## src/rtl/reg_chain_pipe.sv

```systemverilog
// Elastic DEPTH-stage register chain with valid/ready handshakes at both ends,
// an optional per-stage data transform, flush, and occupancy/transfer counters.
module reg_chain_pipe #(
   parameter int WIDTH = 16,
   parameter int DEPTH = 4,
   parameter int MODE  = 0,
   parameter int OCC_W = $clog2(DEPTH + 1)
) (
   input  logic             clk,
   input  logic             reset,
   input  logic             in_valid,
   output logic             in_ready,
   input  logic [WIDTH-1:0] in_data,
   output logic             out_valid,
   input  logic             out_ready,
   output logic [WIDTH-1:0] out_data,
   input  logic             flush,
   output logic [OCC_W-1:0] occupancy,
   output logic [31:0]      xfer_count
);

   logic [DEPTH-1:0] v;
   logic [WIDTH-1:0] d [DEPTH];
   logic [DEPTH:0]   r;
   logic [DEPTH-1:0] src_v;
   logic [WIDTH-1:0] src_d [DEPTH];

   function automatic logic [WIDTH-1:0] xform(input logic [WIDTH-1:0] x);
      case (MODE)
         1:       return x + WIDTH'(1);
         2:       return (x << 1) | (x >> (WIDTH - 1));
         default: return x;
      endcase
   endfunction

   // A stage can take a new word when it is empty or its successor is draining.
   always_comb begin
      r[DEPTH] = out_ready;
      for (int i = DEPTH - 1; i >= 0; i--) begin
         r[i] = !v[i] | r[i+1];
      end
   end

   always_comb begin
      src_v[0] = in_valid;
      src_d[0] = in_data;
      for (int i = 1; i < DEPTH; i++) begin
         src_v[i] = v[i-1];
         src_d[i] = d[i-1];
      end
   end

   always_comb begin
      occupancy = '0;
      for (int i = 0; i < DEPTH; i++) begin
         occupancy = occupancy + OCC_W'(v[i]);
      end
   end

   assign in_ready  = r[0] & !flush & !reset;
   assign out_valid = v[DEPTH-1];
   assign out_data  = d[DEPTH-1];

   // Flush only clears the valid bits; data registers keep their last contents.
   always_ff @(posedge clk or posedge reset) begin
      if (reset) begin
         v          <= '0;
         xfer_count <= 32'd0;
         for (int i = 0; i < DEPTH; i++) begin
            d[i] <= '0;
         end
      end else begin
         if (flush) begin
            v <= '0;
         end else begin
            for (int i = 0; i < DEPTH; i++) begin
               if (r[i]) begin
                  v[i] <= src_v[i];
                  if (src_v[i]) begin
                     d[i] <= xform(src_d[i]);
                  end
               end
            end
         end
         if (out_valid && out_ready) begin
            xfer_count <= xfer_count + 32'd1;
         end
      end
   end

endmodule
```

## config.mk

```make
export PLATFORM = sky130hd
export DESIGN_NAME = reg_chain_pipe
export DESIGN_NICKNAME = d
export VERILOG_FILES = /design/src/rtl/reg_chain_pipe.sv
export SDC_FILE = /design/constraint.sdc
export NUM_CORES = 1
export LEC_CHECK = 0
export CELL_PAD_IN_SITES_DETAIL_PLACEMENT = 1
export CELL_PAD_IN_SITES_GLOBAL_PLACEMENT = 2
export CORE_MARGIN = 2
export CORE_UTILIZATION = 40
export CTS_BUF_LIST = sky130_fd_sc_hd__clkbuf_8
export DETAILED_ROUTE_END_ITERATION = 8
export GPL_TIMING_DRIVEN = 0
export PLACE_DENSITY = 0.86
export SYNTH_ARGS = -nofsm -noshare
export SYNTH_HDL_FRONTEND = slang
export SYNTH_SLANG_ARGS = --single-unit
```

## constraint.sdc

```tcl
create_clock -name clk -period 7.8 [get_ports clk]
set_input_delay 1.95 -clock clk [delete_from_list [all_inputs] [get_ports clk]]
set_output_delay 1.95 -clock clk [all_outputs]
set_load 0.005 [all_outputs]
```

==> run_results.csv, run 1 <==
group,metric,value,unit
status,status,"finished clean",
final_layout,final_cell_mix,"dfrtp_1, clkdlybuf4s50_1, mux2_2",
worst_hold_path,hold_path_end,"d[17]",
flow_run,drv_cap,0,
routing,first_iter_violations,63,
floorplanning,rows,37,
timing,max_slew_margin,0.391,
routing,viasPerCell,4.85,
timing,slew_viol_final,0,
grt,antenna_found_initial,0,
critical_path,r2r_cells,5,
cts,cts_resized,0,
synthesis,ys_seq_elements,100,
timing,finalHoldViolations,0,
timing,setup_viol,0,
power_and_ir_drop,power.total,1.31,mW
synthesis,synth_area,0.00421,sq mm
floorplanning,initial_core_util,0.410,
synthesis,synthesis.nets,323,
cts,insertion_delay,0.35,ns
floorplanning,io_pins,74,
cts,cts_hold_buf,0,
timing,worstMarginPinSlew,0.905,ns
power_and_ir_drop,leakagePower,2.39,nW
critical_path,r2r_slack,5.65,ns
timing,timing.hold.ws,0.492,ns
cts,ctsLongestPathBuffers,2,
worst_hold_path,worstHoldStart,"d[33]",
critical_path,crit_type,"primary input to primary output",
placed_design,placed_cells,507,
timing,fin_crit,5.59,ns
synthesis,synth_area_leaders,"dfrtp_1, mux2_2, xnor2_1, mux2_4, buf_4",
critical_path,worstSetupEndpointType,"primary output",
cts,cts_setup_buffers,0,
critical_path,r2r-start,"v[3]",
final_layout,nNetsFinal,407,
cts,cts_tree,"done",
placed_design,gp_congestion,0.723,
final_layout,final_common_cell,"dfrtp_1",
cts,cts_num_sinks,100,
timing,finalCritPeriodShare,0.717,
grt,grt_pass1_vias,2862,
critical_path,cp_max_fo,6,
critical_path,reg2reg_to,"out_data[15]",
worst_hold_path,hold_depth,1,
cts,numCtsBuffers,9,
routing,final_antenna_net_count,0,
final_layout,area_delta_synth_final,26.7,%
routing,drc,0,
grt,grt_pass1_wl,14.3,mm
synthesis,yosys.area.top_type,"dfrtp_1",
grt,track_usage,0.158,
routing,via_count,2539,
timing,rsz0062_at_grt,"false",
cts,clkSlewWorstSetupHoldPaths,0.10,ns
floorplanning,die_w,107,microns
synthesis,yosysWarningCount,0,
final_layout,num_antenna_cells,0,
synthesis,avgSynthCellArea,14.1,sq um
floorplanning,die_area,0.0114,sq mm
grt,overflow,0,
critical_path,cp.required,5.85,ns
cts,cts_root_buf,"clkbuf_8",
synthesis,ys_seq_area_frac,0.595,
floorplanning,placeableCoreArea,0.0103,sq mm
final_layout,drive_gt1_frac,0.282,
synthesis,synth.top_cell.area_share,0.595,
floorplanning,die_y,107,microns
worst_hold_path,hp-class,"flop to flop",
critical_path,cp_data_arrival_time,3.64,ns
routing,wl_per_cell,15.4,microns
timing,clock.fmax,0.179,GHz
grt,grt_max_degree,70,
power_and_ir_drop,ir_drop,0.000125,V
timing,setup_tns,0,ns
routing,wl,8.08,mm
cts,htreeDepth,3,
routing,detail_route.first_pass.iterations,4,
timing,fin_skew,0.0150,ns
synthesis,netlist_instances,298,
final_layout,fin_cells,523,
placed_design,hpwl,5.78,mm
final_layout,fill_cells,1077,
synthesis,yosysUniqueCellTypes,30,
critical_path,startpoint_type,"primary input",
power_and_ir_drop,powerDensity,245,mW/mm^2
placed_design,portBuffers,72,
-- state kept, by name (all words and copies together), names as in the netlist --
name        flops
d              48
xfer_count     32
out_data       16
v               4
-- cell usage after synthesis --
| cell | instances |
|---|---|
| a21oi_1 | 1 |
| and3_1 | 8 |
| and3_2 | 1 |
| and3_4 | 1 |
| and3b_1 | 1 |
| buf_12 | 1 |
| buf_2 | 3 |
| buf_4 | 16 |
| buf_6 | 1 |
| clkbuf_1 | 1 |
| dfrtp_1 | 100 |
| fa_1 | 1 |
| ha_1 | 3 |
| inv_1 | 7 |
| mux2_1 | 1 |
| mux2_2 | 54 |
| mux2_4 | 10 |
| nand2_1 | 9 |
| nand3_1 | 18 |
| nand3b_1 | 2 |
| nand4_1 | 8 |
| nor2_1 | 13 |
| nor3_1 | 1 |
| nor3b_2 | 1 |
| nor3b_4 | 1 |
| nor4_1 | 1 |
| nor4_4 | 2 |
| or3_1 | 1 |
| xnor2_1 | 26 |
| xor2_1 | 5 |
-- cells by family (layout without fill, tap and decap cells) --
group | Yosys count | in the layout | synth area share
AOI/OAI and AO/OA | 1 | 1 | 0.00119
xor gates and xnor gates | 31 | 31 | 0.0645
adders and majority gates | 4 | 4 | 0.0137
buffers and inverters | 29 | 118 | 0.0467
DFF | 100 | 100 | 0.595
muxes | 65 | 65 | 0.183
and+or+nand+nor | 68 | 68 | 0.0966
-- layer usage --
metal | global-route usage | routed length [microns] | up-vias
li1 | - | - | 1175
met1 | 0.203 | 3420 | 1319
met3 | 0.0353 | 269 | 4
met2 | 0.270 | 4320 | 41
met4 | 0.0417 | 66 | 0
met5 | 0 | 0 | -
-- area by class of cell --
| class | instances | area, sq um | share of cell area |
|---|---|---|---|
| flip-flops and latches | 100 | 2500 | 0.469 |
| repair buffers | 73 | 748 | 0.140 |
| plain buffers | 22 | 170 | 0.0319 |
| multi-input cells | 169 | 1510 | 0.283 |
| clock buffers | 9 | 124 | 0.0232 |
| well taps | 136 | 170 | 0.0319 |
| inverters | 7 | 28.8 | 0.00540 |
| clock inverters | 7 | 78.8 | 0.0148 |
-- report_power, final --
group	internal (mW)	switching, mW	leakage, nW
logic	0.201	0.0783	1.01
registers	0.627	0.0622	1.27
clock network	0.154	0.186	0.105
total	0.981	0.326	2.39
-- worst max path at each step --
stage                     startpoint          end  slack (ns)  depth (start not counted)
after floorplan                reset        d[16]        3.23                          1
after CTS                  out_ready     in_ready        2.20                          5
after global routing       out_ready     in_ready        2.10                          5
after global placement         reset  out_data[8]        1.69                          2
after detailed placement   out_ready     in_ready        2.22                          5
final                      out_ready     in_ready        2.21                          5
-- per-stage QoR --
stage	util	area, sq um	worst slack, ns
2_1_floorplan	-	4210	3.23
3_3_place_gp	0.496	5100	1.69
3_5_place_dp	0.499	5130	2.22
4_1_cts	0.519	5330	2.20
5_1_grt	0.519	5330	2.10
6_report	0.519	5330	2.21
-- critical path: stages --
cell	delay (ns)
clkdlybuf4s50_1	0.57
and3b_1	0.24
and3_4	0.21
nor3_1	0.13
clkdlybuf4s50_1	0.53
No activity file was read; power rests on OpenSTA's default activity.
==> run 2: changes to the inputs <==
--- a/config.mk
+++ b/config.mk
@@ -8,11 +8,11 @@
 export CELL_PAD_IN_SITES_DETAIL_PLACEMENT = 1
 export CELL_PAD_IN_SITES_GLOBAL_PLACEMENT = 2
 export CORE_MARGIN = 2
-export CORE_UTILIZATION = 40
+export CORE_UTILIZATION = 34
 export CTS_BUF_LIST = sky130_fd_sc_hd__clkbuf_8
 export DETAILED_ROUTE_END_ITERATION = 8
 export GPL_TIMING_DRIVEN = 0
-export PLACE_DENSITY = 0.86
+export PLACE_DENSITY = 0.78
 export SYNTH_ARGS = -nofsm -noshare
 export SYNTH_HDL_FRONTEND = slang
 export SYNTH_SLANG_ARGS = --single-unit
==> constraint.sdc (replaced) <==
create_clock -name clk -period 5.1 [get_ports clk]
set_input_delay 1.275 -clock clk [delete_from_list [all_inputs] [get_ports clk]]
set_output_delay 1.275 -clock clk [all_outputs]
set_load 0.005 [all_outputs]
==> run 2 against run 1 <==
Global-route usage shrank 2.1 points. Sequential power grew 52%. Cell area grew 0.12%. Utilization shrank 7.6 points. Register-to-register slack lost 2.7 ns. Wire length grew 1.4%. Final cell count grew 6.1%. Total power grew 47%. Critical endpoint unchanged. First-iteration DRC count grew 9.5%. Clock skew shrank 0.0066 ns.
==> run_results.csv, run 2 (synthesis results as in run 1) <==
group,metric,value,unit
power_and_ir_drop,powerDensity,360,mW/mm^2
final_layout,fin_cells,555,
floorplanning,die_y,115,microns
final_layout,top_register,"d",
placed_design,placed_cells,539,
timing,finalHoldViolations,0,
cts,numCtsBuffers,9,
routing,wl,8.19,mm
routing,met3_length,233,microns
routing,first_iter_violations,69,
cts,cts_tree,"done",
flow_run,drv_cap,0,
routing,wl_met1,3.71,mm
cts,ctsLongestPathBuffers,2,
placed_design,hpwl,5.74,mm
critical_path,cp.required,3.83,ns
floorplanning,io_pins,74,
routing,wl_met2,4.11,mm
critical_path,worstSetupStartpoint,"out_ready",
timing,setup_viol,0,
cts,cts_root_buf,"clkbuf_8",
routing,drc,0,
placed_design,portBuffers,72,
placed_design,placed_area,0.00517,sq mm
timing,worstMarginPinSlew,1.04,ns
timing,fin_skew,0.00840,ns
timing,slew_viol_final,0,
worst_hold_path,hp-class,"flop to flop",
critical_path,crit_type,"primary input to primary output",
power_and_ir_drop,ir_drop,0.000133,V
cts,cts_resized,0,
floorplanning,rows,40,
final_layout,final_cell_area,0.00534,sq mm
routing,wl_per_cell,14.8,microns
cts,cts_hold_buf,0,
final_layout,nNetsFinal,407,
cts,htreeDepth,3,
final_layout,largest_reg_flops,48,
cts,cts_num_sinks,100,
placed_design,gp_congestion,0.735,
critical_path,endpoint,"in_ready",
timing,finalCritPeriodShare,0.832,
grt,overflow,0,
timing,clock.fmax,0.236,GHz
grt,grt_pass1_wl,13.9,mm
critical_path,r2r_slack,2.95,ns
routing,top_layer,"met4",
critical_path,cp_data_arrival_time,2.97,ns
final_layout,final_util,0.443,
critical_path,r2r-start,"v[3]",
final_layout,drive_gt1_frac,0.279,
critical_path,cp_max_fo,6,
grt,grt_max_degree,65,
final_layout,final_cell_mix,"dfrtp_1, clkdlybuf4s50_1, mux2_2",
final_layout,area_delta_synth_final,26.8,%
timing,fin_crit,4.24,ns
grt,track_usage,0.137,
routing,detail_route.first_pass.iterations,4,
floorplanning,die_area,0.0133,sq mm
routing,viasPerCell,4.57,
cts,cts_setup_buffers,0,
cts,insertion_delay,0.38,ns
floorplanning,initial_core_util,0.349,
critical_path,startpoint_type,"primary input",
floorplanning,placeableCoreArea,0.0121,sq mm
final_layout,num_antenna_cells,0,
grt,grt_pass1_vias,2771,
power_and_ir_drop,leakagePower,2.38,nW
critical_path,r2r_cells,5,
power_and_ir_drop,power.total,1.92,mW
routing,via_count,2538,
critical_path,worstSetupEndpointType,"primary output",
timing,max_slew_margin,0.300,
critical_path,reg2reg_to,"out_data[9]",
routing,final_antenna_net_count,0,
timing,rsz0062_at_grt,"false",
status,status,"finished clean",
grt,antenna_found_initial,0,
floorplanning,die_w,115,microns
cts,clkSlewWorstSetupHoldPaths,0.09,ns
final_layout,final_common_cell,"dfrtp_1",
run 2: cell count changes in the layout (fill, tap and decap cells not counted), sizes merged:
cell,previous run,this run
inv,12,8
clkinv,1,4
bufinv,1,0
clkbuf,10,11
clkinvlp,0,1
run 2: worst min path at each step:
stage	start	end	slack [ns]	cells after the start
finish	xfer_count[31]	xfer_count[31]	0.48	1
global placement	d[33]	d[17]	0.46	1
global route	xfer_count[31]	xfer_count[31]	0.52	1
detailed placement	xfer_count[31]	xfer_count[31]	0.47	1
CTS	xfer_count[31]	xfer_count[31]	0.49	1
floorplan	d[33]	d[17]	0.45	1
run 2: power by group:
part / switching (mW) / internal [mW]
clock network: 0.267 / 0.186
registers: 0.0890 / 0.959
logic: 0.115 / 0.307
run 2: metrics by stage:
| stage | setup WS, ns | TNS [ns] | hold WS (ns) |
|---|---|---|---|
| 2_1_floorplan | 1.21 | 0 | 0.452 |
| 3_3_place_gp | -0.339 | -33.44 | 0.458 |
| 3_5_place_dp | 0.868 | 0 | 0.472 |
| 4_1_cts | 0.842 | 0 | 0.487 |
| 5_1_grt | 0.793 | 0 | 0.516 |
| 6_report | 0.858 | 0 | 0.481 |
run 2: layout make-up:
type / instances / area, sq um
Tap cell: 168 / 210
Timing Repair Buffer: 73 / 748
Buffer: 22 / 170
Multi-Input combinational cell: 169 / 1510
Sequential cell: 100 / 2500
Clock buffer: 10 / 138
Fill cell: 1250 / 6720
Clock inverter: 6 / 31.3
Inverter: 7 / 28.8
run 2: routing by layer:
metal	vias to the layer above	track usage
li1	1173	-
met5	-	0
met2	44	0.225
met3	9	0.0364
met4	0	0.0554
met1	1312	0.172
run 2: critical path, cell delays in order:
cell and delay [ns]:
clkdlybuf4s50_1 0.57, and3b_1 0.25, and3_4 0.21, nor3_1 0.13
clkdlybuf4s50_1 0.52
==> run 3: changes to the inputs <==
--- a/config.mk
+++ b/config.mk
@@ -8,11 +8,11 @@
 export CELL_PAD_IN_SITES_DETAIL_PLACEMENT = 1
 export CELL_PAD_IN_SITES_GLOBAL_PLACEMENT = 2
 export CORE_MARGIN = 2
-export CORE_UTILIZATION = 34
+export CORE_UTILIZATION = 38
 export CTS_BUF_LIST = sky130_fd_sc_hd__clkbuf_8
 export DETAILED_ROUTE_END_ITERATION = 8
 export GPL_TIMING_DRIVEN = 0
-export PLACE_DENSITY = 0.78
+export PLACE_DENSITY = 0.82
 export SYNTH_ARGS = -nofsm -noshare
 export SYNTH_HDL_FRONTEND = slang
 export SYNTH_SLANG_ARGS = --single-unit
==> constraint.sdc (replaced) <==
create_clock -name clk -period 3.91 [get_ports clk]
set_input_delay 0.9775 -clock clk [delete_from_list [all_inputs] [get_ports clk]]
set_output_delay 0.9775 -clock clk [all_outputs]
set_load 0.005 [all_outputs]
==> run 3 against run 2 <==
Utilization grew 4.9 points. Critical endpoint unchanged. Largest cell class unchanged. Via count is essentially flat. Wire length up 1.2%.
==> run_results.csv, run 3 (synthesis results as in run 1) <==
group,metric,value,unit
floorplanning,initial_core_util,0.388,
power_and_ir_drop,pwr-share-seq,0.535,
floorplanning,die_y,109,microns
cts,clkSlewWorstSetupHoldPaths,0.10,ns
placed_design,placed_cells,511,
timing,timing.hold.ws,0.475,ns
cts,insertion_delay,0.36,ns
grt,grt_max_degree,54,
timing,finalCritPeriodShare,0.944,
grt,overflow,0,
timing,setup_tns,0,ns
final_layout,top_register,"d",
worst_hold_path,hp-class,"flop to flop",
critical_path,crit_top_cell,"clkdlybuf4s50_1",
final_layout,area_delta_synth_final,26.5,%
timing,setup_viol,0,
routing,viasPerCell,4.82,
critical_path,crit_type,"primary input to primary output",
cts,cts_root_buf,"clkbuf_8",
placed_design,portBuffers,72,
timing,max_slew_margin,0.323,
power_and_ir_drop,leakagePower,2.39,nW
final_layout,fin_cells,527,
timing,fin_skew,0.0139,ns
final_layout,largest_reg_flops,48,
power_and_ir_drop,swShare,0.254,
critical_path,cp_data_arrival_time,2.71,ns
grt,antenna_found_initial,0,
power_and_ir_drop,p_switching,0.651,mW
floorplanning,io_pins,74,
grt,grt_pass1_wl,14.0,mm
critical_path,cp.required,2.93,ns
power_and_ir_drop,powerDensity,481,mW/mm^2
cts,cts_tree,"done",
final_layout,final_cell_mix,"dfrtp_1, clkdlybuf4s50_1, mux2_2",
critical_path,cp_cell_sequence,"clkdlybuf4s50_1 > and3b_1 > and3_4 > nor3_1 > clkdlybuf4s50_1",
placed_design,hpwl,5.89,mm
floorplanning,die_w,109,microns
cts,htreeDepth,3,
timing,fin_crit,3.69,ns
critical_path,crit_buf_inv,2,
cts,cts_hold_buf,0,
final_layout,nNetsFinal,407,
timing,worstMarginPinSlew,1.01,ns
critical_path,startpoint_type,"primary input",
routing,first_iter_violations,28,
timing,rsz0062_at_grt,"false",
timing,clock.fmax,0.271,GHz
floorplanning,placeableCoreArea,0.0108,sq mm
final_layout,final_common_cell,"dfrtp_1",
flow_run,drv_cap,0,
cts,numCtsBuffers,9,
timing,finalHoldViolations,0,
cts,cts_setup_buffers,0,
critical_path,worstSetupEndpointType,"primary output",
floorplanning,die_area,0.0119,sq mm
cts,cts_num_sinks,100,
critical_path,crit_slowest_cell,"clkdlybuf4s50_1",
power_and_ir_drop,internal-power,1.91,mW
critical_path,cpPeakStageDelay,0.57,ns
placed_design,gp_congestion,0.725,
critical_path,cp_max_fo,6,
routing,final_antenna_net_count,0,
timing,slew_viol_final,0,
routing,drc,0,
final_layout,drive_gt1_frac,0.282,
routing,detail_route.first_pass.iterations,4,
grt,grt_pass1_vias,2762,
routing,wl,8.29,mm
power_and_ir_drop,p_comb_frac,0.217,
grt,track_usage,0.153,
cts,cts_resized,0,
cts,ctsLongestPathBuffers,2,
critical_path,cp_top_family,"buffers and inverters",
power_and_ir_drop,clkPwrFrac,0.248,
power_and_ir_drop,ir_drop,0.000239,V
status,status,"finished clean",
routing,via_count,2540,
final_layout,num_antenna_cells,0,
routing,wl_per_cell,15.7,microns
floorplanning,rows,38,
-- run 3: cell count changes in the layout (fill, tap and decap cells not counted), sizes merged --
cell	previous run	this run
clkinvlp	1	0
clkinv	4	2
inv	8	11
-- run 3: metrics by stage --
step | setup slack [ns] | power, mW | cell area [sq um] | utilization
after floorplan | 0.314 | 1.69 | 4210 | -
after global placement | -1.22 | 1.92 | 5100 | 0.471
after detailed placement | 0.222 | 1.96 | 5130 | 0.474
after CTS | 0.201 | 2.61 | 5330 | 0.491
after global routing | 0.123 | 2.73 | 5330 | 0.491
final | 0.219 | 2.56 | 5330 | 0.491
-- run 3: final timing paths --
check                      slack (ns)  depth (start not counted)            from              to
setup / recovery                 0.22                          5       out_ready        in_ready
hold / removal                   0.48                          1  xfer_count[31]  xfer_count[31]
setup reg to reg                 1.79                          5            v[3]    out_data[15]
hold reg to reg                  0.48                          1  xfer_count[31]  xfer_count[31]
max in group asynchronous        2.16                          3           reset           d[49]
min in group asynchronous        1.08                          2           reset            v[1]
-- run 3: cell type report --
cell class	instances	area [sq um]
Buffer	22	170
Clock buffer	10	138
Clock inverter	6	53.8
Fill cell	1120	5510
Inverter	7	28.8
Multi-Input combinational cell	169	1510
Sequential cell	100	2500
Tap cell	140	175
Timing Repair Buffer	73	748
-- run 3: power groups by stage --
stage	Clock (mW)	Sequential, mW	Combinational, mW
6_report	0.635	1.37	0.557
4_1_cts	0.668	1.38	0.569
3_5_place_dp	0	1.40	0.568
5_1_grt	0.707	1.41	0.611
2_1_floorplan	0	1.35	0.339
3_3_place_gp	0	1.38	0.539
-- run 3: per-layer routing --
| metal | routed length, microns | track usage | vias to the layer above |
|---|---|---|---|
| met5 | 0 | 0 | - |
| met3 | 248 | 0.0317 | 10 |
| met4 | 121 | 0.0425 | 0 |
| li1 | - | - | 1184 |
| met1 | 3670 | 0.195 | 1305 |
| met2 | 4250 | 0.264 | 41 |
-- run 3: worst register-to-register path, stage by stage (launching register included) --
cell and delay [ns]:
dfrtp_1 0.47, inv_1 0.13, nor2_1 0.08, nor3b_2 0.56, buf_2 0.39, mux2_2 0.38
